`config.mk`:
```
export PLATFORM = sky130hd
export DESIGN_NAME = seq_mag_comp
export DESIGN_NICKNAME = d
export VERILOG_FILES = /design/src/rtl/seq_mag_comp.sv
export SDC_FILE = /design/constraint.sdc
export NUM_CORES = 1
export LEC_CHECK = 0
export CAP_MARGIN = 20
export CORE_ASPECT_RATIO = 1.75
export CORE_MARGIN = 2
export CORE_UTILIZATION = 45
export DETAILED_ROUTE_END_ITERATION = 8
export PLACE_DENSITY = 0.76
export SLEW_MARGIN = 20
export SYNTH_ARGS = -nofsm -noshare
export SYNTH_HDL_FRONTEND = slang
export SYNTH_SLANG_ARGS = --single-unit
```
`constraint.sdc`:
```
create_clock -name clk -period 5.1 [get_ports clk]
set_input_delay 1.275 -clock clk [delete_from_list [all_inputs] [get_ports clk]]
set_output_delay 1.275 -clock clk [all_outputs]
set_load 0.01 [all_outputs]
```
`src/rtl/seq_mag_comp.sv`:
```
// Multi-cycle magnitude comparator: walks DIGIT-bit digits from the MSB down and stops at
// the first differing digit. Signed compare is done by flipping the sign bits at capture.
module seq_mag_comp #(
  parameter int unsigned WIDTH = 8,
  parameter int unsigned DIGIT = 2
) (
  input  logic             clk,
  input  logic             rst,
  input  logic             start,
  input  logic             sgn,
  input  logic [WIDTH-1:0] a,
  input  logic [WIDTH-1:0] b,
  output logic             busy,
  output logic             done,
  output logic             greater,
  output logic             less,
  output logic             equal
);

  localparam int unsigned NDIG  = WIDTH / DIGIT;
  localparam int unsigned KW    = (NDIG > 1) ? $clog2(NDIG) : 1;
  localparam int unsigned NSLOT = 1 << KW;

  if (WIDTH < 2) begin : gen_bad_width
    $error("seq_mag_comp: WIDTH must be at least 2");
  end
  if (DIGIT == 0 || (WIDTH % DIGIT) != 0) begin : gen_bad_digit
    $error("seq_mag_comp: WIDTH must be a non-zero multiple of DIGIT");
  end

  typedef enum logic {StIdle, StCmp} state_e;

  state_e           state_q, state_d;
  logic [WIDTH-1:0] a_q, a_d;
  logic [WIDTH-1:0] b_q, b_d;
  logic [KW-1:0]    k_q, k_d;
  logic             done_q, done_d;
  logic             gt_q, gt_d;
  logic             lt_q, lt_d;
  logic             eq_q, eq_d;

  logic [WIDTH-1:0] sign_mask;
  assign sign_mask = {sgn, {(WIDTH-1){1'b0}}};

  // Digit table padded to a power of two so k_q indexes it without width games.
  logic [DIGIT-1:0] dig_a [NSLOT];
  logic [DIGIT-1:0] dig_b [NSLOT];

  for (genvar i = 0; i < NSLOT; i++) begin : gen_digits
    if (i < NDIG) begin : gen_real
      assign dig_a[i] = a_q[i*DIGIT +: DIGIT];
      assign dig_b[i] = b_q[i*DIGIT +: DIGIT];
    end else begin : gen_pad
      assign dig_a[i] = '0;
      assign dig_b[i] = '0;
    end
  end

  logic [DIGIT-1:0] cur_a, cur_b;
  assign cur_a = dig_a[k_q];
  assign cur_b = dig_b[k_q];

  // State register and captured datapath.
  always_ff @(posedge clk or posedge rst) begin
    if (rst) begin
      state_q <= StIdle;
      a_q     <= '0;
      b_q     <= '0;
      k_q     <= '0;
      done_q  <= 1'b0;
      gt_q    <= 1'b0;
      lt_q    <= 1'b0;
      eq_q    <= 1'b0;
    end else begin
      state_q <= state_d;
      a_q     <= a_d;
      b_q     <= b_d;
      k_q     <= k_d;
      done_q  <= done_d;
      gt_q    <= gt_d;
      lt_q    <= lt_d;
      eq_q    <= eq_d;
    end
  end

  // Next-state and datapath updates.
  always_comb begin
    state_d = state_q;
    a_d     = a_q;
    b_d     = b_q;
    k_d     = k_q;
    done_d  = 1'b0;
    gt_d    = gt_q;
    lt_d    = lt_q;
    eq_d    = eq_q;
    unique case (state_q)
      StIdle: begin
        if (start) begin
          // Offset-binary mapping makes the unsigned digit walk yield signed order.
          a_d     = a ^ sign_mask;
          b_d     = b ^ sign_mask;
          k_d     = KW'(NDIG - 1);
          gt_d    = 1'b0;
          lt_d    = 1'b0;
          eq_d    = 1'b0;
          state_d = StCmp;
        end
      end
      StCmp: begin
        if (cur_a > cur_b) begin
          gt_d    = 1'b1;
          done_d  = 1'b1;
          state_d = StIdle;
        end else if (cur_a < cur_b) begin
          lt_d    = 1'b1;
          done_d  = 1'b1;
          state_d = StIdle;
        end else if (k_q == '0) begin
          eq_d    = 1'b1;
          done_d  = 1'b1;
          state_d = StIdle;
        end else begin
          k_d = k_q - KW'(1);
        end
      end
      default: state_d = StIdle;
    endcase
  end

  // Outputs.
  always_comb begin
    busy    = (state_q == StCmp);
    done    = done_q;
    greater = gt_q;
    less    = lt_q;
    equal   = eq_q;
  end

endmodule

```
==> impl_metrics.csv <==
group,metric,value,unit
status,run_status,"completed",
worst_setup_path,critical_path.max_fanout,8,
synth,ys_ff_latch,23,
sta,setup_repair_after_global_routing_missed_its_margin,"no",
worst_setup_path,end_kind,"output pin",
job,drv.max_cap_violation_count,0,
grt,grt_antenna_before_repair,0,
worst_setup_path,arrival,1.37,ns
floorplanning,die_area,2991,µm²
worst_setup_path,crit_cells,1,
drt,drt_wl_total,1769,µm
floorplanning,row_count,24,
sta,setup_tns,0,ns
power_and_ir_drop,vdd_drop_max,296.0,µV
synth,netlist_instances,80,
sta,setup_viol_count_final,0,
sta,count_of_pins_over_their_slew_limit,0,
worst_setup_path,crit_path_start_kind,"flip-flop",
cells_and_area,fin_nets,128,
drt,drt_pass1_iterations,2,
cells_and_area,syn2layout_area_growth,24.05,%
clock_network,clkLatencyLatePin,0.26,ns
clock_network,cts_inserted_buffers,3,
worst_setup_path,worst_ep_required_time,3.83,ns
sta,timing.fmax,378.6,MHz
sta,worst_margin_pin_slew,0.8619,ns
sta,clock-skew-final,0.004571,ns
clock_network,clock_path_buffers,2,
synth,yosysTopAreaCellShare,0.5005,
synth,syn-mean-instance-area,14.37,µm²
cells_and_area,stdcell_count,130,
sta,finalHoldViolCount,0,
clock_network,number_of_sinks_handled_by_clock_tree_synthesis,23,
sta,final_min_period_over_clock_period,0.5180,
placement,port-buffer-count,24,
grt,globalRouteTotalUtil,0.1325,
cells_and_area,post-route-util,0.5793,
synth,most_instantiated_flip_flop_cell_in_the_synthesis_netlist,"sky130_fd_sc_hd__dfrtp_1",
drt,routedWlPerCell,13.61,µm
grt,largest_net_degree_at_the_start_of_global_routing,24,
power_and_ir_drop,power.density_cell_area,542.1,nW/µm²
cells_and_area,n_antenna_cell,0,
worst_setup_path,cp_num_buf_inv,1,
drt,detail_route.vias_per_cell,5.177,
drt,route.vias.total,673,
sta,timing.final.crit_period,2.642,ns
worst_setup_path,timing_worst_setup_path_type,"flip-flop to output pin",
worst_setup_path,timing.critical_path.max_delay_family,"buffers and inverters",
clock_network,ctsHtreeMaxLevel,1,
floorplanning,starting_density_of_the_core,0.4670,
worst_setup_path,timing.critical_path.slowest_cell_delay,0.59,ns
floorplanning,num_io_pins,25,
synth,synth.most_common_cell,"sky130_fd_sc_hd__dfrtp_1",
synth,synth_cell_type_count,22,
synth,synthesis.area,1150,µm²
floorplanning,coreArea,2462,µm²
worst_setup_path,worst-r2r-cell-count,5,
drt,initialDrtViolationCount,12,
floorplanning,die_x,42.21,µm
synth,async_reset_ff_frac,1.000,
synth,synthTopCellsByCount,"23 x sky130_fd_sc_hd__dfrtp_1, 12 x sky130_fd_sc_hd__mux2_4, 8 x sky130_fd_sc_hd__inv_1",
clock_network,cts-root-buf,"sky130_fd_sc_hd__clkbuf_8",
clock_network,cts_hold_buf,0,
synth,synth.area.top_cells,"sky130_fd_sc_hd__dfrtp_1 50%, sky130_fd_sc_hd__mux2_4 16%, sky130_fd_sc_hd__mux4_2 7.8%",
power_and_ir_drop,leakagePower,0.6360,nW
worst_setup_path,critical_path.slowest_cell,"sky130_fd_sc_hd__clkdlybuf4s50_1",
grt,vias_in_the_first_global_route,739,
worst_setup_path,critical_path.cell_chain,"clkdlybuf4s50_1",
synth,synth_edf_count,0,
sta,hold_ws,0.5078,ns
clock_network,postCtsSetupRepairBufs,0,
clock_network,clk_pin_slew,0.08,ns
placement,detailed_place_hpwl,1342,µm
synth,synth_area_leader_cell,"sky130_fd_sc_hd__dfrtp_1",
synth,seq_area_frac_synth,0.5005,
placement,dp.cells,126,
floorplanning,die-height,70.87,µm
sta,worst_slew_margin_rel,0.4248,
grt,grt_pass1_wl,3029,µm
drt,drc,0,
synth,synthesis.nets,103,
cells_and_area,final_layout_size_suffix_gt1_frac,0.2404,
placement,place.gp.congestion,0.6818,
synth,ys.warnings.count,0,
grt,grt.overflow.total,0,
clock_network,ctsResizeCount,0,
hold_path,worstHoldPathCells,2,
clock_network,clock_tree_from_tritoncts,"yes",
drt,ant_nets,0,
hold_path,hold_class,"flip-flop to flip-flop",
==> cells in the final DEF (no fill, tap or decap), types with 3 or more instances in the layout <==
cell / instances
sky130_fd_sc_hd__nand2_1: 3
sky130_fd_sc_hd__ha_1: 3
sky130_fd_sc_hd__nor2_1: 4
sky130_fd_sc_hd__a21oi_1: 4
sky130_fd_sc_hd__clkbuf_8: 3
sky130_fd_sc_hd__inv_1: 8
sky130_fd_sc_hd__mux2_4: 12
sky130_fd_sc_hd__mux4_2: 4
sky130_fd_sc_hd__dfrtp_1: 23
sky130_fd_sc_hd__clkdlybuf4s50_1: 24
==> report_power, final <==
| group | internal [W] | leakage [nW] | total (W) | switching [W] |
|---|---|---|---|---|
| registers | 0.000262 | 0.268 | 0.000318 | 0.0000566 |
| clock network | 0.0000556 | 0.0228 | 0.000111 | 0.0000549 |
| logic | 0.000215 | 0.345 | 0.000345 | 0.000130 |
| total | 0.000532 | 0.636 | 0.000773 | 0.000241 |
==> stage by stage <==
| stage | area (µm²) | setup WS (ns) | power, W |
|---|---|---|---|
| after floorplan | 1150 | 3.070 | 0.0005944 |
| after global placement | 1381 | 2.232 | 0.0006584 |
| after detailed placement | 1381 | 2.203 | 0.0006744 |
| after CTS | 1426 | 2.442 | 0.0007866 |
| after global routing | 1426 | 2.399 | 0.0008308 |
| final | 1426 | 2.458 | 0.0007732 |
==> registers in the layout, indices dropped and copies added (netlist names) <==
| register | flops |
|---|---|
| less | 1 |
| k_q | 2 |
| busy | 1 |
| b_q | 8 |
| greater | 1 |
| equal | 1 |
| done | 1 |
| a_q | 8 |
==> cell type report <==
type,instances,area [µm²]
multi-input combinational,45,503.0
timing repair buffer,24,240.2
fill,221,1036
clock buffer,4,45.04
sequential,23,575.6
inverter,8,30.03
tap,26,32.53
==> worst paths after layout <==
kind                                     startpoint             endpoint  slack [ns]
worst max-delay path                 busy$_DFF_PP0_                 busy        2.46
worst min-delay path            greater$_DFFE_PP0P_  greater$_DFFE_PP0P_        0.51
worst max register to register   k_q[0]$_DFFE_PP0P_   k_q[0]$_DFFE_PP0P_        2.92
worst min register to register  greater$_DFFE_PP0P_  greater$_DFFE_PP0P_        0.51
max in group asynchronous                       rst   a_q[1]$_DFFE_PP0P_        3.07
min in group asynchronous                       rst   a_q[0]$_DFFE_PP0P_        1.49
==> cells by family (layout without fill, tap and decap cells) <==
| logic type | count (synthesis) | count (layout) | synth area share |
|---|---|---|---|
| buf+inv | 12 | 36 | 0.06203 |
| mux | 20 | 20 | 0.2720 |
| xor+xnor | 2 | 2 | 0.01524 |
| fa+ha+maj | 3 | 3 | 0.03265 |
| compound gates | 9 | 9 | 0.05115 |
| simple gates | 11 | 11 | 0.06637 |
| flops | 23 | 23 | 0.5005 |
==> per-layer routing <==
layer | vias up | GRT usage | share of wire
met5 | - | 0 | 0
met4 | 0 | 0.06944 | 0.015
met3 | 4 | 0.02296 | 0.034
met2 | 16 | 0.2462 | 0.57
met1 | 331 | 0.1358 | 0.38
li1 | 322 | - | -
==> tightest hold or removal path: cells and delay by family (launching register included) <==
| family | cells | cell delay, ns |
|---|---|---|
| AO/OA/AOI/OAI | 2 | 0.13 |
| flip-flops | 1 | 0.34 |
No activity file was read; power rests on OpenSTA's default activity.
